File: src/rtl/stopwatch_pkg.sv
// Shared definitions for the stopwatch controller: FSM state encoding and BCD limits.
package stopwatch_pkg;

   typedef enum logic [1:0] {
      IDLE  = 2'd0,
      RUN   = 2'd1,
      PAUSE = 2'd2
   } state_t;

   localparam logic [3:0] BCD_MAX = 4'd9;

endpackage

File: src/rtl/stopwatch_ctrl_bcd_digit.sv
// One BCD decade of the count chain.
//   clock, reset_n : clock and asynchronous active-low reset
//   clear_sync     : synchronous return to zero
//   inc            : advance this digit by one (9 rolls over to 0)
//   value          : current digit, always 0..9
//   carry          : value is 9, so the next increment rolls over
module bcd_digit
   import stopwatch_pkg::*;
(
   input  logic       clock,
   input  logic       reset_n,
   input  logic       clear_sync,
   input  logic       inc,
   output logic [3:0] value,
   output logic       carry
);

   // Digit register; anything at or above 9 rolls back to 0
   always_ff @(posedge clock or negedge reset_n) begin
      if (!reset_n) begin
         value <= 4'd0;
      end else if (clear_sync) begin
         value <= 4'd0;
      end else if (inc) begin
         value <= (value >= BCD_MAX) ? 4'd0 : value + 4'd1;
      end
   end

   assign carry = (value == BCD_MAX);

endmodule

File: src/rtl/stopwatch_ctrl.sv
// Start/stop/lap/clear stopwatch sequencer over a cascaded BCD counter chain.
//   clock, reset_n   : clock and asynchronous active-low reset
//   start_stop       : pulse, toggles run/pause (highest priority)
//   clear            : pulse, returns to zero from PAUSE
//   lap              : pulse, toggles lap hold (lowest priority)
//   display          : lap snapshot while held, else live count; digit 0 in LSBs
//   running          : in RUN
//   lap_held         : display shows the lap snapshot
//   overflow         : sticky, count wrapped from all 9s
//   tick             : one-cycle prescaler pulse
module stopwatch_ctrl
   import stopwatch_pkg::*;
#(
   parameter int unsigned TICK_DIV = 100000,
   parameter int unsigned DIGITS   = 4
) (
   input  logic                  clock,
   input  logic                  reset_n,
   input  logic                  start_stop,
   input  logic                  lap,
   input  logic                  clear,
   output logic [4*DIGITS-1:0]   display,
   output logic                  running,
   output logic                  lap_held,
   output logic                  overflow,
   output logic                  tick
);

   localparam int unsigned PW = $clog2(TICK_DIV);
   localparam int unsigned CW = 4 * DIGITS;
   localparam logic [PW-1:0] PRESC_LAST = PW'(TICK_DIV - 1);

   state_t          state, state_nx;
   logic [PW-1:0]   presc, presc_nx;
   logic [CW-1:0]   count;
   logic [CW-1:0]   lap_reg, lap_nx;
   logic            lap_held_nx;
   logic            overflow_nx;
   logic            tick_nx;
   logic            clear_sync_c;
   logic            all_nine_c;
   logic [DIGITS-1:0] carry_c;
   logic [DIGITS-1:0] inc_c;

   // Digit chain: digit k advances on tick when every lower digit is 9
   for (genvar g = 0; g < DIGITS; g++) begin : g_dig
      if (g == 0) begin : g_lsd
         assign inc_c[g] = tick;
      end else begin : g_upper
         assign inc_c[g] = inc_c[g-1] & carry_c[g-1];
      end

      bcd_digit u_digit (
         .clock      (clock),
         .reset_n    (reset_n),
         .clear_sync (clear_sync_c),
         .inc        (inc_c[g]),
         .value      (count[4*g +: 4]),
         .carry      (carry_c[g])
      );
   end

   assign all_nine_c = &carry_c;

   // Next-state, prescaler and lap decisions; one button acted on per cycle
   always_comb begin
      state_nx     = state;
      presc_nx     = presc;
      lap_nx       = lap_reg;
      lap_held_nx  = lap_held;
      overflow_nx  = overflow;
      clear_sync_c = 1'b0;

      if (tick && all_nine_c) begin
         overflow_nx = 1'b1;
      end

      case (state)
         IDLE: begin
            presc_nx = '0;
            if (start_stop) begin
               state_nx = RUN;
            end
         end
         RUN: begin
            presc_nx = (presc == PRESC_LAST) ? '0 : presc + PW'(1);
            if (start_stop) begin
               state_nx = PAUSE;
            end else if (!clear && lap) begin
               // Capture uses the pre-increment count even on a tick cycle
               if (!lap_held) begin
                  lap_nx      = count;
                  lap_held_nx = 1'b1;
               end else begin
                  lap_held_nx = 1'b0;
               end
            end
         end
         PAUSE: begin
            if (start_stop) begin
               state_nx = RUN;
            end else if (clear) begin
               state_nx     = IDLE;
               presc_nx     = '0;
               lap_nx       = '0;
               lap_held_nx  = 1'b0;
               overflow_nx  = 1'b0;
               clear_sync_c = 1'b1;
            end else if (lap) begin
               lap_held_nx = 1'b0;
            end
         end
         default: begin
            state_nx = IDLE;
            presc_nx = '0;
         end
      endcase

      // tick is high exactly in the RUN cycles where the prescaler sits at its last value
      tick_nx = (state_nx == RUN) && (presc_nx == PRESC_LAST);
   end

   // State and registered outputs
   always_ff @(posedge clock or negedge reset_n) begin
      if (!reset_n) begin
         state    <= IDLE;
         presc    <= '0;
         lap_reg  <= '0;
         lap_held <= 1'b0;
         overflow <= 1'b0;
         tick     <= 1'b0;
         running  <= 1'b0;
      end else begin
         state    <= state_nx;
         presc    <= presc_nx;
         lap_reg  <= lap_nx;
         lap_held <= lap_held_nx;
         overflow <= overflow_nx;
         tick     <= tick_nx;
         running  <= (state_nx == RUN);
      end
   end

   assign display = lap_held ? lap_reg : count;

endmodule

File: config.mk
export PLATFORM = sky130hd
export DESIGN_NAME = stopwatch_ctrl
export DESIGN_NICKNAME = d
export VERILOG_FILES = /design/src/rtl/stopwatch_pkg.sv /design/src/rtl/stopwatch_ctrl_bcd_digit.sv /design/src/rtl/stopwatch_ctrl.sv
export SDC_FILE = /design/constraint.sdc
export NUM_CORES = 1
export LEC_CHECK = 0
export ABC_AREA = 1
export CAP_MARGIN = 5
export CORE_ASPECT_RATIO = 0.75
export CORE_UTILIZATION = 45
export CTS_CLUSTER_SIZE = 25
export DETAILED_ROUTE_END_ITERATION = 10
export PLACE_DENSITY = 0.66
export SYNTH_ARGS = -nofsm -noshare
export SYNTH_HDL_FRONTEND = slang
export SYNTH_HIERARCHICAL = 1
export SYNTH_SLANG_ARGS = --single-unit
File: constraint.sdc
create_clock -name clock -period 1.65 [get_ports clock]
set_input_delay 0.165 -clock clock [delete_from_list [all_inputs] [get_ports clock]]
set_output_delay 0.165 -clock clock [all_outputs]
set_load 0.01 [all_outputs]
==> flow_summary.toml <==
[status]
outcome = "complete, but fails checks"
violations = "negative setup slack"

[global_routing]
grt_pass1_wl_um = 16700
grt_pass1_vias = 3422
grt_use_met1 = 0.381
grt-ovfl-total = 0
antenna_found_initial = 0
track_usage = 0.249
grt_max_degree = 21
use_met2 = 0.379
grt-busiest-layer = "met1"
grt_use_met3 = 0.0300

[critical_path]
path_max_fanout = 6
required_ps = 1890
reg2reg_to = "tick"
cp_cell_sequence = "ha_4 > nand2_4 > inv_2 > nand2_4 > nor2_4 > nand2_4 > buf_6 > nand3_1 > nand2_1 > nand2_2 > nand2_1 > nor2_1 > nand2_1 > nor3_2"
path_class = "reg -> reg"
r2r_cells = 14
cp.arrival_ps = 1940
r2r_start = "presc[1]"
reg2reg_slack_ps = -60
startpoint_type = "register"
end_kind = "register"
cp_slowest_cell = "dfrtp_1"
slowest_delay_ps = 400

[layout]
diodes = 0
final_nets = 688
areaGrowthSynthToFinish_pct = 43.1
fin_cells = 772
most-common-layout-cells = "nand2_1 (180), buf_4 (90), nand3_1 (56)"
largest_reg_flops = 17
final_common_cell = "nand2_1"
layout-drive-gt1-share = 0.321
fillers = 661

[synth]
yosys_warnings = 6
ys_ff_latch = 55
yosysUniqueCellTypes = 32
synth_nets = 564
synth_seq_area_share = 0.375
async_flop_share = 1.00
syn_area_um2 = 3670
syn_area_per_cell_um2 = 6.76
ys.flop_type = "dfrtp_1"
syn-instance-count = 542
synth_edf_count = 0

[route]
ant_nets = 0
drt_iter0_drc = 254
post-route-drc-count = 0
first_pass_iters = 7
totalWireLength_um = 10700
vias_per_cell = 5.15
vias = 3973
wl_per_cell_um = 13.9

[cts]
cts.sinks = 55
numCtsBuffers = 5
cts_root_buffer = "clkbuf_8"
clockBufferDepth = 2
worstSkewPairLatency_ps = 300
cts_tree = "yes"
clk_pin_slew_ps = 100
htree_levels = 2

[timing]
drv_slew = 0
hold_viol_final = 0
tns_ps = -56.5
slew_headroom = 0.628
tightest_slew_ps = 559
fmax_mhz = 586
finalSetupViolCount = 1
rsz0062_at_grt = "true"
timing.final.ws_setup_ps = -56.5
clock-skew-final_ps = 11.5
finalCriticalPeriod_ps = 1710
fin_crit_sh = 1.03

[floorplan]
core_area_um2 = 7880
io_pins = 25
die_area_um2 = 8520
die_x_um = 106
die_h_um = 80.2
start_util = 0.465
rows = 28

[power]
ir_drop_uv = 524
sw_frac_of_total = 0.389
powerDensity_nw_per_um2 = 797
power_frac_seq = 0.352
power.leakage_nw = 2.84
pwr-share-clk = 0.173
internal-power_w = 0.00255
power.switching_w = 0.00163
p_comb_frac = 0.475

[placed_design]
port_buffers = 24
gp_congestion = 0.910
place_inst = 742
dp_hpwl_um = 7420

[hold_path]
hp-class = "in -> async"

[run]
drv_cap = 0
[cells in the mapped netlist, types with 6 or more instances]
| cell type | instances | share of area |
|---|---|---|
| nand4_1 | 9 | 0.015 |
| a21oi_1 | 18 | 0.025 |
| nand2_2 | 7 | 0.012 |
| inv_2 | 9 | 0.0092 |
| inv_1 | 63 | 0.065 |
| nand3_1 | 60 | 0.082 |
| ha_1 | 17 | 0.058 |
| dfrtp_1 | 55 | 0.38 |
| o21ai_0 | 24 | 0.033 |
| clkbuf_1 | 6 | 0.0061 |
| nand2_1 | 195 | 0.20 |
| nor2_1 | 40 | 0.041 |
[worst max-delay path, delay by kind of cell, from the launching register on]
family	cells	cell delay, ps
simple gates	11	890
flops	1	400
buf+inv	2	190
fa+ha+maj	1	160
[power by group through the flow]
stage,Combinational (W),Clock [W],Sequential [W]
final,0.00198,0.000724,0.00147
after global routing,0.00211,0.000797,0.00148
after CTS,0.00166,0.000746,0.00146
after detailed placement,0.00157,0,0.00148
after global placement,0.00155,0,0.00148
after floorplan,0.000718,0,0.00149
[layer usage]
| layer | wire length, um | share of wire |
|---|---|---|
| met1 | 5230 | 0.49 |
| met4 | 70 | 0.0065 |
| met3 | 702 | 0.066 |
| met2 | 4700 | 0.44 |
| met5 | 0 | 0 |
[worst max path at each step]
stage,from,end
final,presc[1],tick
after global placement,start_stop,tick
after floorplan,state[0],lap_reg[0]
after CTS,presc[0],tick
after global routing,presc[1],tick
after detailed placement,start_stop,tick
[area by class of cell]
class                           count  area [um2]  area share
Clock inverter                      3        15.0     0.00286
Sequential cell                    55        1380       0.263
Clock buffer                        5        68.8      0.0131
Timing Repair Buffer              127        1090       0.207
Inverter                           74         292      0.0556
Multi-Input combinational cell    401        2250       0.429
Timing Repair inverter              2        23.8     0.00453
Tap cell                          105         131      0.0250
[logic make-up (layout without fill, tap and decap cells)]
group                      count (synthesis)  count (layout)  synth area share
xor gates and xnor gates                   2               2           0.00478
AOI/OAI and AO/OA                         54              54            0.0795
adders and majority gates                 17              17            0.0580
and+or+nand+nor                          328             328             0.392
DFF                                       55              55             0.375
buffers and inverters                     86             211            0.0904
[through the flow]
step                      setup WS (ps)  hold WS [ps]  power, W   util  instance area, um2
after floorplan                    3.59          -131   0.00221      -                3670
after global placement             -233           182   0.00303  0.591                4660
after detailed placement           -297           180   0.00305  0.591                4660
after CTS                         -70.2           381   0.00386  0.615                4850
after global routing               -206           411   0.00439  0.665                5250
final                             -56.5           380   0.00418  0.665                5250
[timing repair]
item,CTS,global route
setup buffers,3,14
pin swaps,10,22
resized for setup,48,97
endpoints found under the hold margin,18,0
endpoints found under the setup margin,44,52
gates cloned,2,2
hold buffers,1,0
(Power assumes the default switching activity.)
